===== config.mk =====
export PLATFORM = sky130hd
export DESIGN_NAME = alu_seq
export DESIGN_NICKNAME = d
export VERILOG_FILES = /design/src/rtl/alu_seq.sv
export SDC_FILE = /design/constraint.sdc
export NUM_CORES = 1
export LEC_CHECK = 0
export ABC_AREA = 1
export BUFFER_PORTS_ARGS = -buffer_cell sky130_fd_sc_hd__buf_2
export CAP_MARGIN = 40
export CORE_MARGIN = 2
export CORE_UTILIZATION = 25
export CTS_BUF_LIST = sky130_fd_sc_hd__clkbuf_8
export CTS_CLUSTER_DIAMETER = 60
export CTS_CLUSTER_SIZE = 12
export DETAILED_ROUTE_END_ITERATION = 16
export HOLD_SLACK_MARGIN = 0.03
export SYNTH_ARGS = -nofsm -noshare
export SYNTH_HDL_FRONTEND = slang
export SYNTH_SLANG_ARGS = --single-unit

===== constraint.sdc =====
create_clock -name ck -period 3 [get_ports ck]
set_input_delay 0.6 -clock ck [delete_from_list [all_inputs] [get_ports ck]]
set_output_delay 0.6 -clock ck [all_outputs]
set_load 0.03 [all_outputs]

===== src/rtl/alu_seq.sv =====
`default_nettype none
// ============================================================================
// Module      : alu_seq
// Description : Multi-cycle sequencer for a tiny register-file ALU. Accepts
//               LDI / MOV / ADD / SUB commands, reads operands through an
//               external combinational register-file port, performs the
//               operation and writes the result back with an active-low
//               write enable.
// Ports       : ck, res                       - clock, async active-high reset
//               cmd_valid/cmd_ready           - command handshake
//               cmd_op/dst/srca/srcb/imm      - command fields
//               rf_q, rf_rsel                 - register-file read port
//               rf_wsel, rf_d, rf_we          - register-file write port
//               done                          - one-cycle completion pulse
//               result, carry                 - outcome of last command
// Revision    : 1.0 - initial release
// ============================================================================
module alu_seq #(
    parameter int DW = 16
) (
    input  logic          ck,
    input  logic          res,
    input  logic          cmd_valid,
    output logic          cmd_ready,
    input  logic [1:0]    cmd_op,
    input  logic [1:0]    cmd_dst,
    input  logic [1:0]    cmd_srca,
    input  logic [1:0]    cmd_srcb,
    input  logic [DW-1:0] cmd_imm,
    input  logic [DW-1:0] rf_q,
    output logic [1:0]    rf_rsel,
    output logic [1:0]    rf_wsel,
    output logic [DW-1:0] rf_d,
    output logic          rf_we,
    output logic          done,
    output logic [DW-1:0] result,
    output logic          carry
);

    localparam logic [1:0] c_op_ldi = 2'd0;
    localparam logic [1:0] c_op_mov = 2'd1;
    localparam logic [1:0] c_op_add = 2'd2;

    typedef enum logic [2:0] {
        S_IDLE = 3'd0,
        S_RDA  = 3'd1,
        S_RDB  = 3'd2,
        S_WR   = 3'd3,
        S_DONE = 3'd4
    } state_t;

    state_t        r_state;
    logic [1:0]    r_op;
    logic [1:0]    r_dst;
    logic [1:0]    r_srcb;
    logic [DW-1:0] r_a;
    logic [DW-1:0] r_b;

    // Operand B comes straight from the read port while it is being read
    // (RDB), so the write data can be registered on entry to WR; in WR it
    // comes from the captured copy so the same adder yields the carry.
    logic [DW-1:0] w_opb;
    logic [DW:0]   w_sum;
    logic [DW:0]   w_diff;

    assign w_opb  = (r_state == S_RDB) ? rf_q : r_b;
    assign w_sum  = {1'b0, r_a} + {1'b0, w_opb};
    // Bit DW of the extended difference is the unsigned borrow (A < B).
    assign w_diff = {1'b0, r_a} - {1'b0, w_opb};

    always_ff @(posedge ck or posedge res) begin
        if (res) begin
            r_state   <= S_IDLE;
            r_op      <= 2'd0;
            r_dst     <= 2'd0;
            r_srcb    <= 2'd0;
            r_a       <= '0;
            r_b       <= '0;
            cmd_ready <= 1'b1;
            rf_rsel   <= 2'd0;
            rf_wsel   <= 2'd0;
            rf_d      <= '0;
            rf_we     <= 1'b1;
            done      <= 1'b0;
            result    <= '0;
            carry     <= 1'b0;
        end else begin
            case (r_state)
                S_IDLE, S_DONE: begin
                    done <= 1'b0;
                    if (cmd_valid) begin
                        r_op      <= cmd_op;
                        r_dst     <= cmd_dst;
                        r_srcb    <= cmd_srcb;
                        cmd_ready <= 1'b0;
                        if (cmd_op == c_op_ldi) begin
                            // The immediate only matters for LDI, which goes
                            // straight to WR, so it is latched directly into
                            // the write-data register.
                            r_state <= S_WR;
                            rf_we   <= 1'b0;
                            rf_wsel <= cmd_dst;
                            rf_d    <= cmd_imm;
                        end else begin
                            // Source A is latched into the read select itself.
                            r_state <= S_RDA;
                            rf_rsel <= cmd_srca;
                        end
                    end else begin
                        r_state   <= S_IDLE;
                        cmd_ready <= 1'b1;
                    end
                end
                S_RDA: begin
                    r_a <= rf_q;
                    if (r_op == c_op_mov) begin
                        r_state <= S_WR;
                        rf_rsel <= 2'd0;
                        rf_we   <= 1'b0;
                        rf_wsel <= r_dst;
                        rf_d    <= rf_q;
                    end else begin
                        r_state <= S_RDB;
                        rf_rsel <= r_srcb;
                    end
                end
                S_RDB: begin
                    r_b     <= rf_q;
                    r_state <= S_WR;
                    rf_rsel <= 2'd0;
                    rf_we   <= 1'b0;
                    rf_wsel <= r_dst;
                    rf_d    <= (r_op == c_op_add) ? w_sum[DW-1:0] : w_diff[DW-1:0];
                end
                S_WR: begin
                    r_state   <= S_DONE;
                    result    <= rf_d;
                    // r_a/r_b hold both operands here, so w_sum/w_diff give carry.
                    case (r_op)
                        c_op_add: carry <= w_sum[DW];
                        2'd3:     carry <= w_diff[DW];
                        default:  carry <= 1'b0;
                    endcase
                    rf_we     <= 1'b1;
                    rf_wsel   <= 2'd0;
                    rf_d      <= '0;
                    done      <= 1'b1;
                    cmd_ready <= 1'b1;
                end
                default: begin
                    r_state   <= S_IDLE;
                    cmd_ready <= 1'b1;
                    rf_rsel   <= 2'd0;
                    rf_wsel   <= 2'd0;
                    rf_d      <= '0;
                    rf_we     <= 1'b1;
                    done      <= 1'b0;
                end
            endcase
        end
    end

endmodule
`default_nettype wire


==> flow_summary_export.csv <==
group,metric,value,unit
run_status,status,"finished clean",
cts,cts_tree,"built",
floorplanning,initial_core_util,25.5,%
cts,postCtsHoldBufs,0,
yosys,async_flop_share,100,%
sta,relSlewSlack,53.8,%
floorplanning,core,0.0218,mm²
sta,fin_skew,0.0109,ns
finish,drive_above_1_share,17.3,%
sta,timing.final.crit_share,92.3,%
setup_path,crit_buf_inv,3,
floorplanning,die_h,153,µm
global_routing,grt_pass1_vias,4859,
finish,antennaDiodeCount,0,
finish,fillers,2387,
setup_path,crit_cells,18,
sta,fin_ws,0.230,ns
cts,clk_pin_slew,0.08,ns
yosys,syn_nets,892,
placement,gp_congestion,0.933,
floorplanning,io_pins,83,
finish,final_cell_mix,"333 x nand2_1, 120 x inv_1, 82 x buf_2",
cts,ctsLongestPathBuffers,2,
floorplanning,dieArea,0.0234,mm²
cts,cts.sinks,81,
sta,timing.final.hold_violations,0,
setup_path,rrSetupSlack,0.23,ns
global_routing,grt_max_degree,45,
global_routing,gr-total-overflow,0,
yosys,ys_seq_elements,81,
cts,h-tree-depth,3,
global_routing,grt_pass1_wl,25700,µm
finish,fin_area,0.00654,mm²
setup_path,cp_cell_sequence,"inv_1 -> nor2_2 -> nand2_2 -> buf_12 -> o21ai_1 -> ha_1 -> inv_1 -> nand2_1 -> nor3_2 -> nand3_1 -> nand3_1 -> nand2_1 -> nand2_1 -> nand2_1 -> nand3_1 -> nand2_1 -> nand2_1 -> nand2_1",
placement,port-buffer-count,82,
sta,min_period,2.77,ns
setup_path,end_kind,"flip-flop",
route,avgViaCountPerCell,4.39,
worst_hold_path,hold_class,"input port to async pin",
sta,fin_tns_setup,0,ns
yosys,synth_cells,811,
setup_path,critPathMaxFanout,26,
setup_path,cpPeakStageDelay,0.43,ns
floorplanning,fp-row-count,54,
placement,dp_worst_setup_slack,0.156,ns
route,detail-route-antenna-nets,0,
yosys,syn_area,0.00556,mm²
setup_path,crit_top_cell,"nand2_1",
placement,dp_hpwl,12500,µm
setup_path,reg2reg_depth,18,
cts,cts_buffers,9,
yosys,synth_edf_count,0,
route,drtIter0Drc,445,
setup_path,worstPathRequired,3.26,ns
sta,final_max_slew_viol_count,0,
setup_path,cp_top_family,"simple AND/OR/NAND/NOR gates",
yosys,avgSynthCellArea,6.85,µm²
route,routed_wl,15800,µm
yosys,yosysWarnings,0,
route,avgRoutedWirePerCell,13.4,µm
global_routing,grt_antenna_before_repair,0,
route,vias,5154,
cts,cts_root_buf,"clkbuf_8",
floorplanning,die_w,153,µm
setup_path,cp-startpoint,"r_state[1]",
yosys,synth_flop_cell,"dfrtp_1",
setup_path,cp-endpoint,"rf_d[11]",
finish,areaGrowthSynthToFinish,17.7,%
finish,final_core_util,30.0,%
setup_path,critPathArrivalTime,3.03,ns
cts,clk-insertion-delay-late,0.36,ns
global_routing,grtUsageTotal,13.5,%
sta,tightest_slew,0.692,ns
setup_path,critPathSlowestCell,"dfrtp_1",
sta,clock.fmax,361,MHz
job,cap_viol_max_count,0,
route,first_pass_iters,5,
setup_path,r2r_end,"rf_d[11]",
finish,layout_commonest_cell,"nand2_1",
setup_path,r2r_start,"r_state[1]",
sta,setup_viol,0,
finish,fin_nets,971,
setup_path,critPathKind,"flip-flop to flip-flop",
cts,post_cts_buffers,0,
yosys,seq_area_frac_synth,36.5,%
placement,post_dp_cell_area,0.00626,mm²
sta,rsz0062_at_grt,"true",
yosys,synth_cell_types,39,
route,drc,0,
setup_path,worstSetupStartpointType,"flip-flop",
==> worst min path at each step <==
stage	startpoint	endpoint	slack, ns	cells past startpoint
2_1_floorplan	r_dst[0]	r_dst[0]	0.44	2
3_3_place_gp	done	done	0.45	2
3_5_place_dp	done	done	0.46	2
4_1_cts	res	result[3]	0.31	2
5_1_grt	res	result[3]	0.35	2
6_report	res	result[3]	0.31	2
==> synthesized netlist by cell type, drive strengths merged (2+ instances only) <==
| library cell | count | area (µm²) |
|---|---|---|
| mux2 | 2 | 22.5 |
| dfstp | 2 | 52.6 |
| o21bai | 3 | 22.5 |
| nor3 | 12 | 86.3 |
| fa | 2 | 40.0 |
| nand3b | 4 | 30.0 |
| a21oi | 21 | 113 |
| xor2 | 4 | 35.0 |
| nand2 | 338 | 1270 |
| clkbuf | 7 | 36.3 |
| buf | 20 | 149 |
| o21ai | 62 | 322 |
| dfrtp | 79 | 1980 |
| o211ai | 4 | 30.0 |
| nand4 | 5 | 31.3 |
| inv | 127 | 477 |
| nor2 | 29 | 116 |
| ha | 36 | 450 |
| nand3 | 45 | 230 |
| a22oi | 2 | 15.0 |
| and2 | 3 | 21.3 |
==> what timing repair did <==
item	in CTS	in global routing
gates resized for setup	0	24
endpoints found under the hold margin	0	0
setup endpoints to repair	0	14
==> layout make-up <==
class / instances / area [µm²] / share of cell area, %
Clock buffer: 9 / 124 / 1.89
Inverter: 128 / 483 / 7.38
Timing Repair Buffer: 95 / 533 / 8.15
Sequential cell: 81 / 2030 / 31.0
Clock inverter: 7 / 65.1 / 0.995
Multi-Input combinational cell: 575 / 2960 / 45.2
Tap cell: 280 / 350 / 5.36
==> worst reg2reg max path: stages (launching register included) <==
cell     delay, ns
dfrtp_1       0.43
inv_1         0.07
nor2_2        0.12
nand2_2       0.08
buf_12        0.16
o21ai_1       0.28
ha_1          0.34
inv_1         0.12
nand2_1       0.12
nor3_2        0.26
nand3_1       0.18
nand3_1       0.10
nand2_1       0.05
nand2_1       0.05
nand2_1       0.04
nand3_1       0.07
nand2_1       0.08
nand2_1       0.07
nand2_1       0.05
==> through the flow <==
step	hold WS [ns]	instances
floorplan	0.443	811
CTS	0.315	1175
detailed placement	0.461	1159
global placement	0.455	1159
global route	0.351	1175
finish	0.312	1175
==> cell families after synthesis <==
family	share of synthesized area, %
AO/OA/AOI/OAI	9.34
XOR/XNOR	0.630
adder cells (fa/ha/maj)	8.82
buffers and inverters	12.0
flip-flops	36.5
multiplexers	0.405
AND/OR/NAND/NOR	32.3
==> metal layers <==
layer  GRT usage, %  vias to the layer above  part of all wire, %
met3           2.61                       10                  4.9
met2           21.3                      138                   45
met4           2.69                        0                 0.89
met5              0                        -                    0
li1               -                     2656                    -
met1           19.4                     2350                   49
==> state kept, by name, indices dropped and copies added, names as in the netlist <==
register,cells
done,1
r_dst,2
r_op,2
rf_wsel,2
r_state,3
carry,1
r_srcb,2
rf_we,1
r_b,16
rf_d,16
r_a,16
result,16
rf_rsel,2
cmd_ready,1
Power is left out: the tool's default activity adds up to more than one toggle a clock period on the data nets, which glitch-free logic cannot reach.
